## config.mk

```make
export PLATFORM = sky130hd
export DESIGN_NAME = nes_fb_bank_ctrl
export DESIGN_NICKNAME = d
export VERILOG_FILES = /design/src/rtl/nes_fb_pkg.sv /design/src/rtl/nes_sat_counter.sv /design/src/rtl/nes_fb_bank_ctrl.sv
export SDC_FILE = /design/constraint.sdc
export NUM_CORES = 1
export LEC_CHECK = 0
export BUFFER_PORTS_ARGS = -buffer_cell sky130_fd_sc_hd__buf_4
export CAP_MARGIN = 40
export CORE_MARGIN = 4
export CORE_UTILIZATION = 49
export DETAILED_ROUTE_END_ITERATION = 8
export HOLD_SLACK_MARGIN = 0.08
export PLACE_DENSITY = 0.91
export SYNTH_ARGS = -nofsm -noshare
export SYNTH_HDL_FRONTEND = slang
export SYNTH_SLANG_ARGS = --single-unit
```

## constraint.sdc

```tcl
create_clock -name clk_pixel -period 1.9 [get_ports clk_pixel]
set_input_delay 0.095 -clock clk_pixel [delete_from_list [all_inputs] [get_ports clk_pixel]]
set_output_delay 0.095 -clock clk_pixel [all_outputs]
set_load 0.05 [all_outputs]
```

## src/rtl/nes_fb_pkg.sv

```systemverilog
// ============================================================================
// Module  : nes_fb_pkg
// Brief   : Shared types and constants for the NES framebuffer bank controller.
// Revision: 1.0 - initial release
// ============================================================================
`default_nettype none

package nes_fb_pkg;

  typedef enum logic [1:0] {
    ARM  = 2'd0,
    FILL = 2'd1,
    PEND = 2'd2
  } state_t;

  typedef logic bank_t;

  localparam int FB_W = 256;
  localparam int FB_H = 240;

endpackage

`default_nettype wire

```

## src/rtl/nes_sat_counter.sv

```systemverilog
// ============================================================================
// Module  : nes_sat_counter
// Brief   : Saturating up-counter; clear wins over a same-cycle increment.
// Revision: 1.0 - initial release
// ============================================================================
`default_nettype none

module nes_sat_counter #(
  parameter int W = 16
) (
  input  logic         clk,
  input  logic         rst,
  input  logic         i_clr,
  input  logic         i_inc,
  output logic [W-1:0] o_cnt
);

  logic [W-1:0] r_cnt;

  always_ff @(posedge clk or posedge rst) begin
    if (rst)
      r_cnt <= '0;
    else if (i_clr)
      r_cnt <= '0;
    else if (i_inc && (r_cnt != '1))
      r_cnt <= r_cnt + 1'b1;
  end

  assign o_cnt = r_cnt;

endmodule

`default_nettype wire

```

## src/rtl/nes_fb_bank_ctrl.sv

```systemverilog
// ============================================================================
// Module  : nes_fb_bank_ctrl
// Brief   : Double-buffer bank scheduler for the NES framebuffer, tear-free swap
//           at display frame start. Optional stats counters: NES_FB_STATS_EN.
// Revision: 1.0 - initial release
// ============================================================================
`default_nettype none

module nes_fb_bank_ctrl
  import nes_fb_pkg::*;
#(
  parameter int CNT_W        = 16,
  parameter int STALE_FRAMES = 8
) (
  input  logic             clk_pixel,
  input  logic             rst_pixel,
  input  logic             wr_frame_start,
  input  logic             wr_frame_done,
  input  logic             rd_frame_start,
  output logic             wr_bank,
  output logic             wr_en,
  output logic             rd_bank,
  output logic             rd_valid,
  output logic             swap,
  input  logic             stats_clr,
  output logic [CNT_W-1:0] drop_cnt,
  output logic [CNT_W-1:0] repeat_cnt
);

  localparam logic [7:0] c_stale_lim = 8'(STALE_FRAMES);

  state_t     r_state;
  state_t     w_state_nxt;
  logic       w_swap;
  logic       w_drop;
  logic       w_repeat;
  bank_t      r_wr_bank;
  bank_t      r_rd_bank;
  logic       r_wr_en;
  logic       r_rd_valid;
  logic       r_swap;
  logic [7:0] r_stale;
  logic [7:0] w_stale_inc;

  always_ff @(posedge clk_pixel or posedge rst_pixel) begin
    if (rst_pixel)
      r_state <= ARM;
    else
      r_state <= w_state_nxt;
  end

  always_comb begin
    w_state_nxt = r_state;
    w_swap      = 1'b0;
    w_drop      = 1'b0;
    case (r_state)
      ARM: begin
        w_drop = wr_frame_done;
        if (wr_frame_start)
          w_state_nxt = FILL;
      end
      FILL: begin
        // A restart pulse keeps FILL; done takes priority over a restart.
        if (wr_frame_done) begin
          if (rd_frame_start) begin
            w_swap      = 1'b1;
            w_state_nxt = ARM;
          end else begin
            w_state_nxt = PEND;
          end
        end
      end
      PEND: begin
        w_drop = wr_frame_done;
        if (rd_frame_start) begin
          w_swap      = 1'b1;
          w_state_nxt = wr_frame_start ? FILL : ARM;
        end
      end
      default: w_state_nxt = ARM;
    endcase
    w_repeat = rd_frame_start && !w_swap;
  end

  assign w_stale_inc = (r_stale == 8'hFF) ? r_stale : r_stale + 8'd1;

  always_ff @(posedge clk_pixel or posedge rst_pixel) begin
    if (rst_pixel) begin
      r_wr_bank  <= 1'b0;
      r_rd_bank  <= 1'b1;
      r_wr_en    <= 1'b0;
      r_rd_valid <= 1'b0;
      r_swap     <= 1'b0;
      r_stale    <= 8'd0;
    end else begin
      r_wr_en <= (w_state_nxt == FILL);
      r_swap  <= w_swap;
      if (w_swap) begin
        r_wr_bank  <= r_rd_bank;
        r_rd_bank  <= r_wr_bank;
        r_rd_valid <= 1'b1;
        r_stale    <= 8'd0;
      end else if (w_repeat) begin
        r_stale <= w_stale_inc;
        // Writer has stopped delivering frames: blank rather than freeze.
        if (w_stale_inc >= c_stale_lim)
          r_rd_valid <= 1'b0;
      end
    end
  end

  assign wr_bank  = r_wr_bank;
  assign rd_bank  = r_rd_bank;
  assign wr_en    = r_wr_en;
  assign rd_valid = r_rd_valid;
  assign swap     = r_swap;

`ifdef NES_FB_STATS_EN
  nes_sat_counter #(.W(CNT_W)) u_drop_cnt (
    .clk   (clk_pixel),
    .rst   (rst_pixel),
    .i_clr (stats_clr),
    .i_inc (w_drop),
    .o_cnt (drop_cnt)
  );

  nes_sat_counter #(.W(CNT_W)) u_repeat_cnt (
    .clk   (clk_pixel),
    .rst   (rst_pixel),
    .i_clr (stats_clr),
    .i_inc (w_repeat),
    .o_cnt (repeat_cnt)
  );
`else
  logic [2:0] w_stats_unused;
  assign w_stats_unused = {stats_clr, w_drop, w_repeat};
  assign drop_cnt       = '0;
  assign repeat_cnt     = '0;
`endif

endmodule

`default_nettype wire
```

==> results.txt <==
The number of global-route vias before repair came out at 817. Setup total negative slack on the finished layout was measured at 0 ns. The die is 56.5 µm wide. The first-pass GRT wire length came out at 3.51 mm.

The worst setup path is launched from a flop. The startpoint identified for the worst register-to-register timing path is r_stale[0]$_DFFE_PP0P_. Of the available clock period, the critical path in the final layout requires 91.2%. 0 antenna diodes ended up in the layout. The total routed wirelength came out at 2.21 mm.

The HPWL after detailed placement came out at 1.62 mm. In the post-synthesis netlist, the biggest area contributors are dfrtp_1 30%, buf_4 22%, ha_1 5.4%. After clock tree synthesis, the flow added hold-fix buffers numbering 2.

buf_4 is the most common cell in the netlist. The cell area after layout is 1150 µm². The power per unit of standard cell area came out at 1360 nW/µm².

The share of synthesized area occupied by flip-flops and latches came out at 32.6%. Counting every sink on the clock net gives 15. The proportion of register bits with asynchronous set or reset after synthesis came out at 100%.

The worst voltage drop across the vdd grid is 0.000707 V. Summed over all cells, the static leakage comes to 0.596 nW. In this run the deepest clock path goes through 2 buffers. The critical path data arrival time is 1.93 ns. Pin placement for this block handled 43 I/O pins. Setup repair after global routing left no endpoint under its margin. The clock transition at the register clock pins on the worst setup and hold paths after CTS is 0.09 ns.

Among all flip-flop cells after synthesis, the most frequent one is dfrtp_1. The distinct cell type count of the synthesized netlist is 37. The tree is rooted in a clkbuf_4. The first detailed-routing pass took 4 iterations. The per-cell routed wire length is 13.1 µm.

The per-cell via count in the routed design came out at 5.16. The die area is 3200 µm². The kind of critical path is reg2reg. TritonCTS built the clock tree. The area growth from synthesis to layout came out at -0.542%. Of all nets on the critical path, the largest fanout is 6. In the final layout, the share of cells above drive strength 1 is 12.8%. The count of endpoints failing hold in the final timing report was 0. The number of antenna violations at the first check in global routing came out at 0. The total CTS buffers came out at 3. The post-route minimum period came out at 1.73 ns. STA classifies the critical path endpoint as a flop. The Yosys warning count is 0. Setup violations remaining at the end of the flow were counted as 0.

The y dimension of the die came out at 56.5 µm. The final cell count without fillers came out at 169. The minimum setup slack in the final design is 0.168 ns. The cell area after synthesis came out at 1150 µm².

The total number of H-tree levels is 1. The worst hold path class is in2reg. The global-route usage over all layers is 14.0%. The largest area contributor in the synthesized netlist is dfrtp_1. The number of register bits inferred by synthesis is 15.

The starting density of the core came out at 51.7%. By count the netlist is led by 34 x buf_4, 14 x dfrtp_1, 10 x inv_1, 8 x a21oi_1, 7 x nand2_1. The standard cell core area is 2230 µm². The total setup buffers inserted after CTS came out at 0. The worst hold slack across all endpoints is 0.173 ns. The count of vias placed by the detailed router is 872. For the worst-skew pair, the clock arrives at the later sink with an insertion delay of 0.29 ns. After detailed placement, the total cell area comes to 1100 µm². Global routing finished with a remaining overflow of 0. In this run the worst setup path begins at r_stale[0]$_DFFE_PP0P_. Max-cap violations in this run came to 0.

The count of nets left with antenna violations once routing finished came out at 0. The count of flip-flops with a built-in enable after synthesis came out at 0. Data on the critical path is required at its endpoint by 2.10 ns. The measured slew at the worst slew-check pin is 0.541 ns.

Gates resized during post-CTS repair numbered 0. The area fraction of the dominant cell type after synthesis is 30.3%. The number of nets in the finished design came out at 153. The count of buffers from port buffering is 9.

Entering global routing, the biggest net connects 16 pins. The number of cells in the design after placement came out at 163. The number of cell rows is 17. The flow ran to the end, and the final reports show no timing, DRC or antenna violations. Prior to clock tree synthesis, the placed netlist has a worst setup slack of 0.216 ns. Each instance of the synthesized netlist takes up on average 8.75 µm².

The final clock skew is 0.00886 ns. The post-route DRC violation count is 0. After the first detailed-routing iteration, the DRC count stood at 33. At the end of routability-driven placement, the weighted congestion stood at 0.859.

The number of pins exceeding their max-slew limit in the final report came out at 0. Based on the critical path, the design can be clocked at up to 577 MHz. The headroom to the max-slew limit is 63.9%. The startpoint identified for the worst hold timing path is wr_frame_start. Synthesis handed over a netlist of 132 instances.
logic make-up after synthesis:
family	synth area share (%)
DFF	32.6
AOI/OAI and AO/OA	20.2
buffers and inverters	28.1
other	0.325
xor gates and xnor gates	0.759
adders and majority gates	5.42
and+or+nand+nor	11.8
muxes	0.867
layout make-up:
type | count | area [µm²]
clock buffer | 4 | 26.3
fill | 224 | 1080
inverter | 10 | 37.5
multi-input combinational | 99 | 571
sequential | 15 | 377
tap | 28 | 35.0
timing repair buffer | 13 | 103
final timing paths:
kind,to,cells past startpoint,slack [ns]
worst min-delay path,r_state[0]$_DFF_PP0_,3,0.17
worst max-delay path,rd_valid$_DFFE_PP0P_,5,0.17
worst min register to register,rd_bank$_DFFE_PP1P_,2,0.49
max in group asynchronous,r_stale[3]$_DFFE_PP0P_,3,1.13
min in group asynchronous,r_state[1]$_DFF_PP0_,3,0.40
worst max register to register,rd_valid$_DFFE_PP0P_,5,0.17
power breakdown:
part	internal, W	switching, W	leakage (nW)
Combinational	0.000278	0.000503	0.389
Sequential	0.000431	0.000164	0.192
Clock	0.0000817	0.000106	0.0150
Total	0.000790	0.000772	0.596
state kept, by name, indices dropped and copies added (netlist names):
name and cells:
r_stale 8, swap 1, wr_en 1, rd_valid 1, wr_bank 1, rd_bank 1
r_state 2
metal layers:
layer / up-vias / part of all wire, % / wire length (µm) / GRT usage, %
met5: - / 0 / 0 / 0
met1: 415 / 39 / 860 / 16.1
li1: 408 / - / - / -
met4: 0 / 1.6 / 35 / 5.08
met2: 44 / 53 / 1160 / 24.9
met3: 5 / 6.9 / 152 / 3.22
cells in the final DEF, fill, tap and decap left out, drive strengths merged:
cell,n
nor4,2
a21oi,9
a211oi,1
nand3,5
conb,32
o22a,1
o41ai,2
ha,5
nand2b,2
a22o,2
dfrtp,14
clkbuf,4
and2,1
xor2,1
a311oi,2
and4,1
or3,1
inv,10
nor2,4
a21o,3
buf,11
a31o,1
o31ai,1
dfstp,1
a31oi,2
nand4,1
a41oi,2
a2bb2oi,1
nand2,7
and3,2
nor3,1
o21ai,6
dlygate4sd3,2
mux2i,1
worst max-delay path: stages (launching register included):
cell and delay (ns):
dfrtp_1 0.43, ha_1 0.25, and4_1 0.36, a21oi_1 0.12, o22a_1 0.21, o41ai_2 0.26
through the flow:
| step | power (W) | utilization (%) |
|---|---|---|
| final | 0.00156 | 51.4 |
| after global routing | 0.00167 | 51.4 |
| after CTS | 0.00156 | 51.4 |
| after detailed placement | 0.00135 | 49.4 |
| after global placement | 0.00131 | 49.4 |
| after floorplan | 0.00128 | - |
No activity file was read; power rests on OpenSTA's default activity.
